==> config.mk <==
export PLATFORM = sky130hd
export DESIGN_NAME = id_stage_flat
export DESIGN_NICKNAME = d
export VERILOG_FILES = /design/src/rtl/id_pkg.sv /design/src/rtl/id_stage_if.sv /design/src/rtl/id_stage_regfile.sv /design/src/rtl/id_stage.sv /design/src/flat_wrapper.sv
export SDC_FILE = /design/constraint.sdc
export NUM_CORES = 2
export LEC_CHECK = 0
export BUFFER_PORTS_ARGS = -buffer_cell sky130_fd_sc_hd__buf_2
export CORE_UTILIZATION = 47
export DETAILED_ROUTE_END_ITERATION = 7
export HOLD_SLACK_MARGIN = 0.03
export PLACE_DENSITY = 0.66
export SYNTH_ARGS = -nofsm -noshare
export SYNTH_HDL_FRONTEND = slang
export SYNTH_SLANG_ARGS = --single-unit
==> constraint.sdc <==
create_clock -name clk_i -period 4.65 [get_ports clk_i]
set_input_delay 0 -clock clk_i [delete_from_list [all_inputs] [get_ports clk_i]]
set_output_delay 0 -clock clk_i [all_outputs]
set_load 0.005 [all_outputs]
==> src/rtl/id_pkg.sv <==
// ============================================================================
// Module : id_pkg
// Brief  : Shared RV32I decode constants, ALU codes, immediate types and the
//          ID/EX pipeline-register record.
// Rev    : 1.0
// ============================================================================
`default_nettype none

package id_pkg;

   localparam logic [6:0] OPC_LUI    = 7'b0110111;
   localparam logic [6:0] OPC_AUIPC  = 7'b0010111;
   localparam logic [6:0] OPC_JAL    = 7'b1101111;
   localparam logic [6:0] OPC_JALR   = 7'b1100111;
   localparam logic [6:0] OPC_BRANCH = 7'b1100011;
   localparam logic [6:0] OPC_LOAD   = 7'b0000011;
   localparam logic [6:0] OPC_STORE  = 7'b0100011;
   localparam logic [6:0] OPC_OP_IMM = 7'b0010011;
   localparam logic [6:0] OPC_OP     = 7'b0110011;
   localparam logic [6:0] OPC_FENCE  = 7'b0001111;
   localparam logic [6:0] OPC_SYSTEM = 7'b1110011;

   localparam logic [3:0] ALU_ADD   = 4'd0;
   localparam logic [3:0] ALU_SUB   = 4'd1;
   localparam logic [3:0] ALU_SLL   = 4'd2;
   localparam logic [3:0] ALU_SLT   = 4'd3;
   localparam logic [3:0] ALU_SLTU  = 4'd4;
   localparam logic [3:0] ALU_XOR   = 4'd5;
   localparam logic [3:0] ALU_SRL   = 4'd6;
   localparam logic [3:0] ALU_SRA   = 4'd7;
   localparam logic [3:0] ALU_OR    = 4'd8;
   localparam logic [3:0] ALU_AND   = 4'd9;
   localparam logic [3:0] ALU_PASSB = 4'd10;

   localparam logic [31:0] NOP_INSTR = 32'h0000_0013;

   typedef enum logic [2:0] {
      IMM_NONE = 3'd0,
      IMM_I    = 3'd1,
      IMM_S    = 3'd2,
      IMM_B    = 3'd3,
      IMM_U    = 3'd4,
      IMM_J    = 3'd5
   } imm_type_e;

   typedef struct packed {
      logic [31:0] pc;
      logic [31:0] instr;
      logic [31:0] rs1_data;
      logic [31:0] rs2_data;
      logic [31:0] imm;
      logic [4:0]  rs1;
      logic [4:0]  rs2;
      logic [4:0]  rd;
      logic [2:0]  funct3;
      logic [3:0]  alu_op;
      logic        alu_src;
      logic        mem_rd;
      logic        mem_wr;
      logic        reg_we;
      logic        branch;
      logic        jump;
      logic        illegal;
      logic        valid;
   } idex_t;

   function automatic logic [31:0] gen_imm(input logic [31:0] instr, input imm_type_e kind);
      logic [31:0] imm;
      imm = '0;
      case (kind)
         IMM_I:   imm = {{20{instr[31]}}, instr[31:20]};
         IMM_S:   imm = {{20{instr[31]}}, instr[31:25], instr[11:7]};
         IMM_B:   imm = {{19{instr[31]}}, instr[31], instr[7], instr[30:25], instr[11:8], 1'b0};
         IMM_U:   imm = {instr[31:12], 12'h000};
         IMM_J:   imm = {{11{instr[31]}}, instr[31], instr[19:12], instr[20], instr[30:21], 1'b0};
         default: imm = '0;
      endcase
      return imm;
   endfunction

endpackage

`default_nettype wire

==> src/rtl/id_stage_if.sv <==
// ============================================================================
// Module : id_stage_if
// Brief  : Fetch/writeback/control inputs and ID/EX register outputs of the
//          decode stage, bundled with master (driver) and slave (stage) views.
// Rev    : 1.0
// ============================================================================
`default_nettype none

interface id_stage_if;
   logic        stall_i;
   logic        flush_i;
   logic [31:0] instr_i;
   logic [31:0] pc_i;
   logic        valid_i;
   logic        wb_we_i;
   logic [4:0]  wb_rd_i;
   logic [31:0] wb_data_i;

   logic        hazard_o;
   logic [31:0] pc_o;
   logic [31:0] instr_o;
   logic [31:0] rs1_data_o;
   logic [31:0] rs2_data_o;
   logic [31:0] imm_o;
   logic [4:0]  rs1_o;
   logic [4:0]  rs2_o;
   logic [4:0]  rd_o;
   logic [2:0]  funct3_o;
   logic [3:0]  alu_op_o;
   logic        alu_src_o;
   logic        mem_rd_o;
   logic        mem_wr_o;
   logic        reg_we_o;
   logic        branch_o;
   logic        jump_o;
   logic        illegal_o;
   logic        valid_o;

   modport slave (
      input  stall_i, flush_i, instr_i, pc_i, valid_i, wb_we_i, wb_rd_i, wb_data_i,
      output hazard_o, pc_o, instr_o, rs1_data_o, rs2_data_o, imm_o, rs1_o, rs2_o, rd_o,
             funct3_o, alu_op_o, alu_src_o, mem_rd_o, mem_wr_o, reg_we_o, branch_o,
             jump_o, illegal_o, valid_o
   );

   modport master (
      output stall_i, flush_i, instr_i, pc_i, valid_i, wb_we_i, wb_rd_i, wb_data_i,
      input  hazard_o, pc_o, instr_o, rs1_data_o, rs2_data_o, imm_o, rs1_o, rs2_o, rd_o,
             funct3_o, alu_op_o, alu_src_o, mem_rd_o, mem_wr_o, reg_we_o, branch_o,
             jump_o, illegal_o, valid_o
   );
endinterface

`default_nettype wire

==> src/rtl/id_stage_regfile.sv <==
// ============================================================================
// Module : id_stage_regfile
// Brief  : 32x32 register file, 2 combinational reads, 1 synchronous write.
//          RF_BYPASS_EN makes a same-cycle write visible on the read ports.
// Rev    : 1.0
// ============================================================================
`default_nettype none

module id_stage_regfile (
   input  wire logic        clk_i,
   input  wire logic        i_we,
   input  wire logic [4:0]  i_waddr,
   input  wire logic [31:0] i_wdata,
   input  wire logic [4:0]  i_raddr1,
   input  wire logic [4:0]  i_raddr2,
   output logic      [31:0] o_rdata1,
   output logic      [31:0] o_rdata2
);

   // Contents are deliberately not reset; x0 is never written and reads as 0.
   logic [31:0] r_mem [32];

   always_ff @(posedge clk_i) begin
      if (i_we && (i_waddr != 5'd0)) begin
         r_mem[i_waddr] <= i_wdata;
      end
   end

   always_comb begin
      o_rdata1 = (i_raddr1 == 5'd0) ? 32'h0 : r_mem[i_raddr1];
      o_rdata2 = (i_raddr2 == 5'd0) ? 32'h0 : r_mem[i_raddr2];
`ifdef RF_BYPASS_EN
      if (i_we && (i_waddr == i_raddr1) && (i_raddr1 != 5'd0)) begin
         o_rdata1 = i_wdata;
      end
      if (i_we && (i_waddr == i_raddr2) && (i_raddr2 != 5'd0)) begin
         o_rdata2 = i_wdata;
      end
`endif
   end

endmodule

`default_nettype wire

==> src/rtl/id_stage.sv <==
// ============================================================================
// Module : id_stage
// Brief  : RV32I decode stage: field decode, immediate generation, register
//          read, load-use detection, ID/EX register. Optional: RF_BYPASS_EN.
// Rev    : 1.0
// ============================================================================
`default_nettype none

module id_stage
   import id_pkg::*;
#(
   parameter logic [31:0] RESET_PC  = 32'h0000_0000,
   parameter logic [31:0] NOP_INSTR = id_pkg::NOP_INSTR
) (
   input  wire logic clk_i,
   input  wire logic rst_i,
   id_stage_if.slave bus
);

   localparam idex_t c_bubble = '{pc: RESET_PC, instr: NOP_INSTR, default: '0};

   logic [6:0]  w_opcode;
   logic [4:0]  w_rs1;
   logic [4:0]  w_rs2;
   logic [4:0]  w_rd;
   logic [2:0]  w_funct3;
   logic        w_funct7b5;
   imm_type_e   w_imm_type;
   logic [3:0]  w_alu_op;
   logic        w_alu_src;
   logic        w_reg_we;
   logic        w_mem_rd;
   logic        w_mem_wr;
   logic        w_branch;
   logic        w_jump;
   logic        w_illegal;
   logic        w_use_rs1;
   logic        w_use_rs2;
   logic [31:0] w_rs1_data;
   logic [31:0] w_rs2_data;
   logic        w_hazard;
   idex_t       w_next;
   idex_t       r_idex;

   assign w_opcode   = bus.instr_i[6:0];
   assign w_rd       = bus.instr_i[11:7];
   assign w_funct3   = bus.instr_i[14:12];
   assign w_rs1      = bus.instr_i[19:15];
   assign w_rs2      = bus.instr_i[24:20];
   assign w_funct7b5 = bus.instr_i[30];

   always_comb begin
      w_imm_type = IMM_NONE;
      w_alu_op   = ALU_ADD;
      w_alu_src  = 1'b0;
      w_reg_we   = 1'b0;
      w_mem_rd   = 1'b0;
      w_mem_wr   = 1'b0;
      w_branch   = 1'b0;
      w_jump     = 1'b0;
      w_illegal  = 1'b0;
      w_use_rs1  = 1'b0;
      w_use_rs2  = 1'b0;
      case (w_opcode)
         OPC_LUI: begin
            w_imm_type = IMM_U;
            w_alu_op   = ALU_PASSB;
            w_alu_src  = 1'b1;
            w_reg_we   = 1'b1;
         end
         OPC_AUIPC: begin
            w_imm_type = IMM_U;
            w_alu_src  = 1'b1;
            w_reg_we   = 1'b1;
         end
         OPC_JAL: begin
            w_imm_type = IMM_J;
            w_alu_src  = 1'b1;
            w_reg_we   = 1'b1;
            w_jump     = 1'b1;
         end
         OPC_JALR: begin
            w_imm_type = IMM_I;
            w_alu_src  = 1'b1;
            w_reg_we   = 1'b1;
            w_jump     = 1'b1;
            w_use_rs1  = 1'b1;
         end
         OPC_BRANCH: begin
            w_imm_type = IMM_B;
            w_branch   = 1'b1;
            w_use_rs1  = 1'b1;
            w_use_rs2  = 1'b1;
         end
         OPC_LOAD: begin
            w_imm_type = IMM_I;
            w_alu_src  = 1'b1;
            w_reg_we   = 1'b1;
            w_mem_rd   = 1'b1;
            w_use_rs1  = 1'b1;
         end
         OPC_STORE: begin
            w_imm_type = IMM_S;
            w_alu_src  = 1'b1;
            w_mem_wr   = 1'b1;
            w_use_rs1  = 1'b1;
            w_use_rs2  = 1'b1;
         end
         OPC_OP_IMM, OPC_OP: begin
            w_imm_type = (w_opcode == OPC_OP) ? IMM_NONE : IMM_I;
            w_alu_src  = (w_opcode == OPC_OP_IMM);
            w_reg_we   = 1'b1;
            w_use_rs1  = 1'b1;
            w_use_rs2  = (w_opcode == OPC_OP);
            case (w_funct3)
               3'b000:  w_alu_op = (w_opcode == OPC_OP && w_funct7b5) ? ALU_SUB : ALU_ADD;
               3'b001:  w_alu_op = ALU_SLL;
               3'b010:  w_alu_op = ALU_SLT;
               3'b011:  w_alu_op = ALU_SLTU;
               3'b100:  w_alu_op = ALU_XOR;
               3'b101:  w_alu_op = w_funct7b5 ? ALU_SRA : ALU_SRL;
               3'b110:  w_alu_op = ALU_OR;
               default: w_alu_op = ALU_AND;
            endcase
         end
         OPC_FENCE, OPC_SYSTEM: begin
            w_imm_type = IMM_I;
         end
         default: begin
            w_illegal = 1'b1;
         end
      endcase
   end

   id_stage_regfile u_regfile (
      .clk_i    (clk_i),
      .i_we     (bus.wb_we_i),
      .i_waddr  (bus.wb_rd_i),
      .i_wdata  (bus.wb_data_i),
      .i_raddr1 (w_rs1),
      .i_raddr2 (w_rs2),
      .o_rdata1 (w_rs1_data),
      .o_rdata2 (w_rs2_data)
   );

   // Once the bubble is in ID/EX the load is gone, so this self-clears.
   assign w_hazard = r_idex.valid & r_idex.mem_rd & (r_idex.rd != 5'd0) & bus.valid_i
                   & ((w_use_rs1 & (r_idex.rd == w_rs1)) | (w_use_rs2 & (r_idex.rd == w_rs2)))
                   & ~bus.flush_i;

   always_comb begin
      w_next          = c_bubble;
      w_next.pc       = bus.pc_i;
      w_next.instr    = bus.instr_i;
      w_next.rs1_data = w_rs1_data;
      w_next.rs2_data = w_rs2_data;
      w_next.imm      = gen_imm(bus.instr_i, w_imm_type);
      w_next.rs1      = w_rs1;
      w_next.rs2      = w_rs2;
      w_next.rd       = w_rd;
      w_next.funct3   = w_funct3;
      w_next.alu_op   = w_alu_op;
      w_next.alu_src  = w_alu_src;
      w_next.mem_rd   = w_mem_rd & bus.valid_i;
      w_next.mem_wr   = w_mem_wr & bus.valid_i;
      w_next.reg_we   = w_reg_we & bus.valid_i & (w_rd != 5'd0);
      w_next.branch   = w_branch & bus.valid_i;
      w_next.jump     = w_jump & bus.valid_i;
      w_next.illegal  = w_illegal & bus.valid_i;
      w_next.valid    = bus.valid_i;
   end

   always_ff @(posedge clk_i or posedge rst_i) begin
      if (rst_i) begin
         r_idex <= c_bubble;
      end else if (bus.flush_i) begin
         r_idex <= c_bubble;
      end else if (bus.stall_i) begin
         r_idex <= r_idex;
      end else if (w_hazard) begin
         r_idex <= c_bubble;
      end else begin
         r_idex <= w_next;
      end
   end

   assign bus.hazard_o   = w_hazard;
   assign bus.pc_o       = r_idex.pc;
   assign bus.instr_o    = r_idex.instr;
   assign bus.rs1_data_o = r_idex.rs1_data;
   assign bus.rs2_data_o = r_idex.rs2_data;
   assign bus.imm_o      = r_idex.imm;
   assign bus.rs1_o      = r_idex.rs1;
   assign bus.rs2_o      = r_idex.rs2;
   assign bus.rd_o       = r_idex.rd;
   assign bus.funct3_o   = r_idex.funct3;
   assign bus.alu_op_o   = r_idex.alu_op;
   assign bus.alu_src_o  = r_idex.alu_src;
   assign bus.mem_rd_o   = r_idex.mem_rd;
   assign bus.mem_wr_o   = r_idex.mem_wr;
   assign bus.reg_we_o   = r_idex.reg_we;
   assign bus.branch_o   = r_idex.branch;
   assign bus.jump_o     = r_idex.jump;
   assign bus.illegal_o  = r_idex.illegal;
   assign bus.valid_o    = r_idex.valid;

endmodule

`default_nettype wire

==> src/flat_wrapper.sv <==
// flat-port wrapper written by rule: the top's interface ports become plain ports
module id_stage_flat import id_pkg::*;
#(
   parameter logic [31:0] RESET_PC  = 32'h0000_0000,
   parameter logic [31:0] NOP_INSTR = id_pkg::NOP_INSTR
)
  (clk_i, rst_i, bus_stall_i, bus_flush_i, bus_instr_i, bus_pc_i, bus_valid_i, bus_wb_we_i, bus_wb_rd_i, bus_wb_data_i, bus_hazard_o, bus_pc_o, bus_instr_o, bus_rs1_data_o, bus_rs2_data_o, bus_imm_o, bus_rs1_o, bus_rs2_o, bus_rd_o, bus_funct3_o, bus_alu_op_o, bus_alu_src_o, bus_mem_rd_o, bus_mem_wr_o, bus_reg_we_o, bus_branch_o, bus_jump_o, bus_illegal_o, bus_valid_o);
  id_stage_if bus_i ();
  input  wire logic clk_i;
  input  wire logic rst_i;
  input wire logic [$bits(bus_i.stall_i)-1:0] bus_stall_i;
  input wire logic [$bits(bus_i.flush_i)-1:0] bus_flush_i;
  input wire logic [$bits(bus_i.instr_i)-1:0] bus_instr_i;
  input wire logic [$bits(bus_i.pc_i)-1:0] bus_pc_i;
  input wire logic [$bits(bus_i.valid_i)-1:0] bus_valid_i;
  input wire logic [$bits(bus_i.wb_we_i)-1:0] bus_wb_we_i;
  input wire logic [$bits(bus_i.wb_rd_i)-1:0] bus_wb_rd_i;
  input wire logic [$bits(bus_i.wb_data_i)-1:0] bus_wb_data_i;
  output wire logic [$bits(bus_i.hazard_o)-1:0] bus_hazard_o;
  output wire logic [$bits(bus_i.pc_o)-1:0] bus_pc_o;
  output wire logic [$bits(bus_i.instr_o)-1:0] bus_instr_o;
  output wire logic [$bits(bus_i.rs1_data_o)-1:0] bus_rs1_data_o;
  output wire logic [$bits(bus_i.rs2_data_o)-1:0] bus_rs2_data_o;
  output wire logic [$bits(bus_i.imm_o)-1:0] bus_imm_o;
  output wire logic [$bits(bus_i.rs1_o)-1:0] bus_rs1_o;
  output wire logic [$bits(bus_i.rs2_o)-1:0] bus_rs2_o;
  output wire logic [$bits(bus_i.rd_o)-1:0] bus_rd_o;
  output wire logic [$bits(bus_i.funct3_o)-1:0] bus_funct3_o;
  output wire logic [$bits(bus_i.alu_op_o)-1:0] bus_alu_op_o;
  output wire logic [$bits(bus_i.alu_src_o)-1:0] bus_alu_src_o;
  output wire logic [$bits(bus_i.mem_rd_o)-1:0] bus_mem_rd_o;
  output wire logic [$bits(bus_i.mem_wr_o)-1:0] bus_mem_wr_o;
  output wire logic [$bits(bus_i.reg_we_o)-1:0] bus_reg_we_o;
  output wire logic [$bits(bus_i.branch_o)-1:0] bus_branch_o;
  output wire logic [$bits(bus_i.jump_o)-1:0] bus_jump_o;
  output wire logic [$bits(bus_i.illegal_o)-1:0] bus_illegal_o;
  output wire logic [$bits(bus_i.valid_o)-1:0] bus_valid_o;
  assign bus_i.stall_i = bus_stall_i;
  assign bus_i.flush_i = bus_flush_i;
  assign bus_i.instr_i = bus_instr_i;
  assign bus_i.pc_i = bus_pc_i;
  assign bus_i.valid_i = bus_valid_i;
  assign bus_i.wb_we_i = bus_wb_we_i;
  assign bus_i.wb_rd_i = bus_wb_rd_i;
  assign bus_i.wb_data_i = bus_wb_data_i;
  assign bus_hazard_o = bus_i.hazard_o;
  assign bus_pc_o = bus_i.pc_o;
  assign bus_instr_o = bus_i.instr_o;
  assign bus_rs1_data_o = bus_i.rs1_data_o;
  assign bus_rs2_data_o = bus_i.rs2_data_o;
  assign bus_imm_o = bus_i.imm_o;
  assign bus_rs1_o = bus_i.rs1_o;
  assign bus_rs2_o = bus_i.rs2_o;
  assign bus_rd_o = bus_i.rd_o;
  assign bus_funct3_o = bus_i.funct3_o;
  assign bus_alu_op_o = bus_i.alu_op_o;
  assign bus_alu_src_o = bus_i.alu_src_o;
  assign bus_mem_rd_o = bus_i.mem_rd_o;
  assign bus_mem_wr_o = bus_i.mem_wr_o;
  assign bus_reg_we_o = bus_i.reg_we_o;
  assign bus_branch_o = bus_i.branch_o;
  assign bus_jump_o = bus_i.jump_o;
  assign bus_illegal_o = bus_i.illegal_o;
  assign bus_valid_o = bus_i.valid_o;
  id_stage #(.RESET_PC(RESET_PC), .NOP_INSTR(NOP_INSTR)) u_core (.clk_i(clk_i), .rst_i(rst_i), .bus(bus_i));
endmodule
### After elaboration in Yosys (flattened, before gate mapping)

Memories as Yosys holds them, arrays and structs flattened.
Cells that the tools add are included.

* word-level logic and storage cells: 100
* bits in latches: 0
* memories: 1
* bits in writable memories: 1024
* bits in read-only memories: 0
* input bits: 107
* flip-flop bits (word level): 190
* output and inout port bits: 191

* multipliers: 0
* div/mod/pow operators: 0
* mux-type cells: 23
* add/subtract/negate cells: 0
* reductions and logical operators: 17
* bitwise logic cells: 16
* equality and inequality tests: 25
* order comparisons: 0
* shift-type cells: 0

Memory list
* u_core.u_regfile.r_mem: words 32, width 32, read ports 2, clocked after Yosys merged registers in 0, wr ports 1, line id_stage_regfile.sv:21 `logic [31:0] r_mem [32];`

Operators with widths (number)
* $mux W190: 3
* $pmux W32 S5: 1
* $mux W32: 2
* $eq A7 B7 Y1 const B: 4
* $pmux W4 S7: 1
* $eq A7 B6 Y1 const B: 3
* $pmux W3 S6: 1
* $eq A3 B3 Y1 const B: 5
* $reduce_bool A5 Y1: 3
* $and A1 B1 Y1: 14
* $eq A7 B5 Y1 const B: 2
* $eq A3 B2 Y1 const B: 4
* $mux W1: 12
* $reduce_or A6 Y1: 2
* $reduce_or A11 Y1: 1
* $eq A5 B5 Y1: 2
* $logic_not A5 Y1: 2
* $pmux W4 S2: 1
* $reduce_or A2 Y1: 4
* $eq A7 B2 Y1 const B: 1
* $eq A7 B4 Y1 const B: 1
* $reduce_or A7 Y1: 1
* $eq A3 B1 Y1 const B: 2
* $pmux W1 S2: 2
* other kinds (6): 7

### Depth between registers and ports, before layout

* depth in word-level cells: 10
* depth in mapped cells: 10
* depth with buffers taken out: 7

### Cells and area by module

From an unflattened synthesis, not the netlist that was laid out.

* cells, all modules: 3141
* area total of the unflattened synthesis: 54957.7 sq um

Modules (own cells, without submodules)
* id_stage_regfile: instances 1, seq. area each 30749.5 sq um, cells each 2564, area an instance 47929.7 sq um
* id_stage: instances 1, seq. area each 4307.9 sq um, cells each 577, area an instance 7028.0 sq um

### Worst setup path after synthesis

OpenSTA, ideal clock, no wires.

* path type: input to register
* start: input port bus_wb_rd_i[1]
* end: memory u_core.u_regfile.r_mem[21][0], enable pin
* buffers on the path: 0
* library setup time: 0.468 ns
* stages on the path: 2
* data required time: 4.182 ns
* setup slack: 1.518 ns
* data arrival time: 2.664 ns
* path through: nand4b_1 -> nor3b_1

* cells in the longest elaborated chain, start to end: 4

RTL lines
* start: declaration: line flat_wrapper.sv:17 `input wire logic [$bits(bus_i.wb_rd_i)-1:0] bus_wb_rd_i;`
* $reduce_bool A5 Y1: line id_stage_regfile.sv:24 `if (i_we && (i_waddr != 5'd0)) begin`
* $logic_and A1 B1 Y1: line id_stage_regfile.sv:24
* $mux W1: line id_stage_regfile.sv:24
* $mux W1 (implied by the code): line id_stage_regfile.sv:25 `r_mem[i_waddr] <= i_wdata;`
* end: declaration: line id_stage_regfile.sv:21

Parallel ways exist; a longest one is shown, timed or not.

### Worst setup path after layout

* start: register u_core.r_idex (netlist bit u_core.bus.rd_o[0])
* end: register u_core.r_idex (netlist bit u_core.bus.pc_o[27])

* cells in the longest elaborated chain, start to end: 8
* elaborated cells on any way between the ends: 13
* those cells by class: eq/ne: 2; mux: 3; bitwise: 7; reduce/logical: 1

RTL lines
* start: declaration: line id_stage.sv:43 `idex_t r_idex;`
* start signal: assignment: line id_stage.sv:175 `r_idex <= c_bubble;`
* start signal: assignment: line id_stage.sv:177 `r_idex <= c_bubble;`
* start signal: assignment: line id_stage.sv:179 `r_idex <= r_idex;`
* $eq A5 B5 Y1 / $reduce_bool A5 Y1 (equally long branches): line id_stage.sv:148, id_stage.sv:147
* $and A1 B1 Y1, on equally long branches: line id_stage.sv:148, id_stage.sv:147
* $or A1 B1 Y1 / $and A1 B1 Y1 (equally long branches): line id_stage.sv:148, id_stage.sv:147
* $and A1 B1 Y1 (*): line id_stage.sv:148 `& ((w_use_rs1 & (r_idex.rd == w_rs1)) | (w_use_rs2 & (r_idex.rd == w_rs2)))`
* $and A1 B1 Y1 (*): line id_stage.sv:149 `& ~bus.flush_i;`
* $mux W190 (*): line id_stage.sv:180 `end else if (w_hazard) begin`
* $mux W190 (*): line id_stage.sv:178 `end else if (bus.stall_i) begin`
* $mux W190 (*): line id_stage.sv:176 `end else if (bus.flush_i) begin`

Every way passes the cells marked *; elsewhere a longest branch is shown, timed or not. The select of a mux whose other input is x is not followed.
A chain may end at the register's enable or synchronous reset.

==> reports/qor.txt <==
status: complete, no violations
unrepaired setup endpoints after global routing: false
total track usage: 29.4%
clock sink count: 1,196
Reg2Reg Launch Point: u_core.bus.rd_o[0]$_DFFE_PP0P_
Nets: 3,481
pre-CTS WS: 1.78 ns
ANT nets after route: 0
Worst-Margin Slew: 1.28 ns
Tmin final: 3.43 ns
Inserted Clock Buffers: 121
post-CTS sizing: 0
synth warn: 0
number of synthesized flops with an enable pin: 1,024
Synth Flop Type: edfxtp_1
Initial DRT Pass Iterations: 5
largest net degree at the start of global routing: 116
Post-Layout Inst Area: 0.0627 mm2
Final Hold Fails: 0
dpl hpwl: 104 mm
endpoints failing setup: 0
final WL: 171 mm
Starting Density: 47.7%
cell count after synthesis: 2,978
required time of the critical path: 5.29 ns
worst hold margin: 0.0766 ns
power per cell area: 388 mW/mm2
leakage: 21.9 nW
CTS tree: yes
Clock Tree Buf Depth: 3
kind of critical path: flip-flop to flip-flop
Clock Tree Root: clkbuf_16
setup tns final: 0 ns
Routed WL per cell: 34.4 um
DRC Markers: 0
Cell variety after synth: 57
sequential fraction of the synthesis area: 64.9%
R2R Setup Slk: 1.22 ns
vias per inst: 6.85
CTS HTree Levels: 3
max_cap viols: 0
num rows: 123
# IOs: 298
Post-Route Skew: 0.0270 ns
antenna violations before repair: 12
Cell Count Post-Placement: 4,628
first-pass GRT wire length: 244 mm
global route overflow: 0
Power, Total: 24.4 mW
Vias: 34,100
die width: 341 um
Core Area: 0.113 mm2
Clock transition at path regs: 0.06 ns
routability cong.: 0.904
fin cells: 4,984
Yosys reg bits: 1,196
Achievable Freq: 0.291 GHz
Layout fillers: 8,610
fraction of layout cells with a size suffix above 1: 33.1%
vias in the first global route: 34,500
Max VDD drop: 331 uV
CP arrival: 4.07 ns
DIE AREA: 0.116 mm2
I/O Buffers: 297
Post-Syn Area: 0.0540 mm2
Mapped Avg Cell Area: 18.1 um2
CP Capture Type: flip-flop
Slew HR: 14.3%
Worst R2R End: u_core.bus.pc_o[27]$_DFFE_PP0P_
Tcrit/Tclk final: 73.8%
Initial DRC Count: 4,540
Clock Latency Late Sink: 0.73 ns
Setup WS post-layout: 1.22 ns
crit path max fanout: 28
HP Class: input pin to async pin
worst reg2reg path depth: 9
final count of pins violating max slew: 0
Die Span Y: 341 um
ys async rst share: 14.4%
final core occ: 55.5%
startpoint types: flip-flop
synth-to-layout area growth: 16.2%
Post-DP Area: 0.0573 mm2
layout make-up:
type / instances / area, um2 / area share [%]
inverters: 18 / 71.3 / 0.114
clock inverters: 64 / 752 / 1.20
well taps: 1500 / 1880 / 2.99
flip-flops and latches: 1196 / 35100 / 55.9
repair buffers: 508 / 3530 / 5.63
multi-input cells: 1529 / 18000 / 28.6
diodes: 3 / 7.51 / 0.0120
clock buffers: 166 / 3480 / 5.55
worst max path at each step:
stage / slack, ns / start / cells after the start / end
final: 1.22 / u_core.bus.rd_o[0]$_DFFE_PP0P_ / 9 / u_core.bus.pc_o[27]$_DFFE_PP0P_
after CTS: 1.27 / u_core.bus.rd_o[1]$_DFFE_PP0P_ / 10 / u_core.bus.pc_o[26]$_DFFE_PP0P_
after global placement: 1.78 / bus_instr_i[19] / 8 / u_core.bus.rs1_data_o[14]$_DFFE_PP0P_
after global routing: 1.06 / bus_instr_i[19] / 12 / u_core.bus.pc_o[27]$_DFFE_PP0P_
after detailed placement: 1.78 / bus_instr_i[21] / 6 / u_core.bus.rs2_data_o[30]$_DFFE_PP0P_
after floorplan: 1.52 / bus_wb_rd_i[1] / 2 / u_core.u_regfile.r_mem[21][0]$_DFFE_PP_
placed cells by master (no fill, tap or decap), drive strengths merged, types with 3 or more instances in the layout:
cell	Yosys	layout
o21ai	50	50
a221oi	34	34
mux2	33	33
a211oi	118	118
inv	18	21
clkbuf	105	166
a21o	3	3
mux4	448	448
a22o	100	100
a22oi	37	37
a21oi	26	26
nand2	95	95
nor3b	4	4
nand3	62	62
dfstp	3	3
and2	7	7
or3b	35	35
dfrtp	169	169
and3	6	6
nand3b	4	4
nor2	69	69
nor2b	12	12
xor2	7	7
mux2i	162	162
dlygate4sd3	0	123
clkinv	0	41
conb	1	32
o22ai	138	138
or4	3	3
bufinv	0	15
buf	161	385
nor3	6	6
xnor2	3	3
clkinvlp	0	5
edfxtp	1024	1024
diode	0	3
nand2b	6	6
a32o	12	12
logic make-up after synthesis:
logic type | count (synthesis) | share of synthesized area [%]
AO/OA/AOI/OAI | 528 | 7.05
XOR/XNOR | 10 | 0.162
buffers and inverters | 284 | 2.49
flip-flops | 1196 | 64.9
multiplexers | 643 | 22.4
other | 1 | 0.00695
AND/OR/NAND/NOR | 316 | 2.96
routing by layer:
metal  vias to the layer above  share of wire [%]  track usage, %
met5                         -              0.041               0
met4                        10                4.2            11.4
met3                       416                 12            7.19
met2                      2465                 47            45.8
met1                     17900                 37            40.0
li1                      13300                  -               -
power by group:
group	leakage (nW)	internal [mW]	switching (mW)
sequential	11.6	11.9	0.174
combinational	8.21	0.854	1.20
clock	2.09	6.06	4.21
registers in the layout, indices dropped and copies added, names as in the netlist, 2 cells and up:
signal	count
u_core.bus.alu_op_o	4
u_core.bus.funct3_o	2
u_core.bus.imm_o	32
u_core.bus.instr_o	18
u_core.bus.pc_o	32
u_core.bus.rd_o	4
u_core.bus.rs1_data_o	32
u_core.bus.rs1_o	4
u_core.bus.rs2_data_o	32
u_core.bus.rs2_o	4
u_core.u_regfile.r_mem	1024
cells in the mapped netlist, types with 2 or more instances:
cell type | n | area (um2)
mux4_2 | 448 | 10100
clkbuf_2 | 2 | 10.0
dfstp_2 | 3 | 78.8
and3_1 | 6 | 37.5
nor3_1 | 5 | 25.0
nor3b_1 | 3 | 22.5
a22o_1 | 100 | 876
o31a_1 | 2 | 17.5
a22oi_1 | 37 | 278
nand4_1 | 2 | 12.5
buf_2 | 106 | 531
buf_4 | 26 | 195
nand3_1 | 62 | 310
o22ai_1 | 138 | 863
and2_1 | 6 | 37.5
nor2_1 | 68 | 255
a32o_1 | 12 | 120
mux2_2 | 33 | 372
nand2_1 | 95 | 357
a221oi_1 | 34 | 298
a21o_1 | 3 | 22.5
or3_1 | 2 | 12.5
a211oi_1 | 118 | 886
xor2_1 | 7 | 61.3
nand2b_1 | 6 | 37.5
buf_6 | 6 | 67.6
o21ai_1 | 6 | 30.0
clkbuf_1 | 103 | 387
nand3b_1 | 4 | 30.0
mux2i_1 | 162 | 1620
a21oi_1 | 26 | 130
nor2b_1 | 12 | 75.1
dfrtp_1 | 169 | 4230
inv_1 | 17 | 63.8
xnor2_1 | 3 | 26.3
o21ai_0 | 44 | 220
or3b_2 | 35 | 307
or4_1 | 3 | 22.5
buf_1 | 23 | 86.3
edfxtp_1 | 1024 | 30700
repair_timing:
action | in CTS | in global routing
hold endpoints to repair | 1188 | 0
buffers inserted | 0 | 0
hold buffers | 123 | 0
worst max-delay path, stage by stage (launching register included):
cell	delay, ns
dfrtp_1	0.49
or4_1	0.56
o2111ai_1	0.21
a21o_1	0.24
inv_2	0.10
nor3_4	0.12
dlygate4sd3_1	0.57
buf_4	0.31
a22o_1	0.19
dlygate4sd3_1	0.56
No activity file was read; power rests on OpenSTA's default activity.
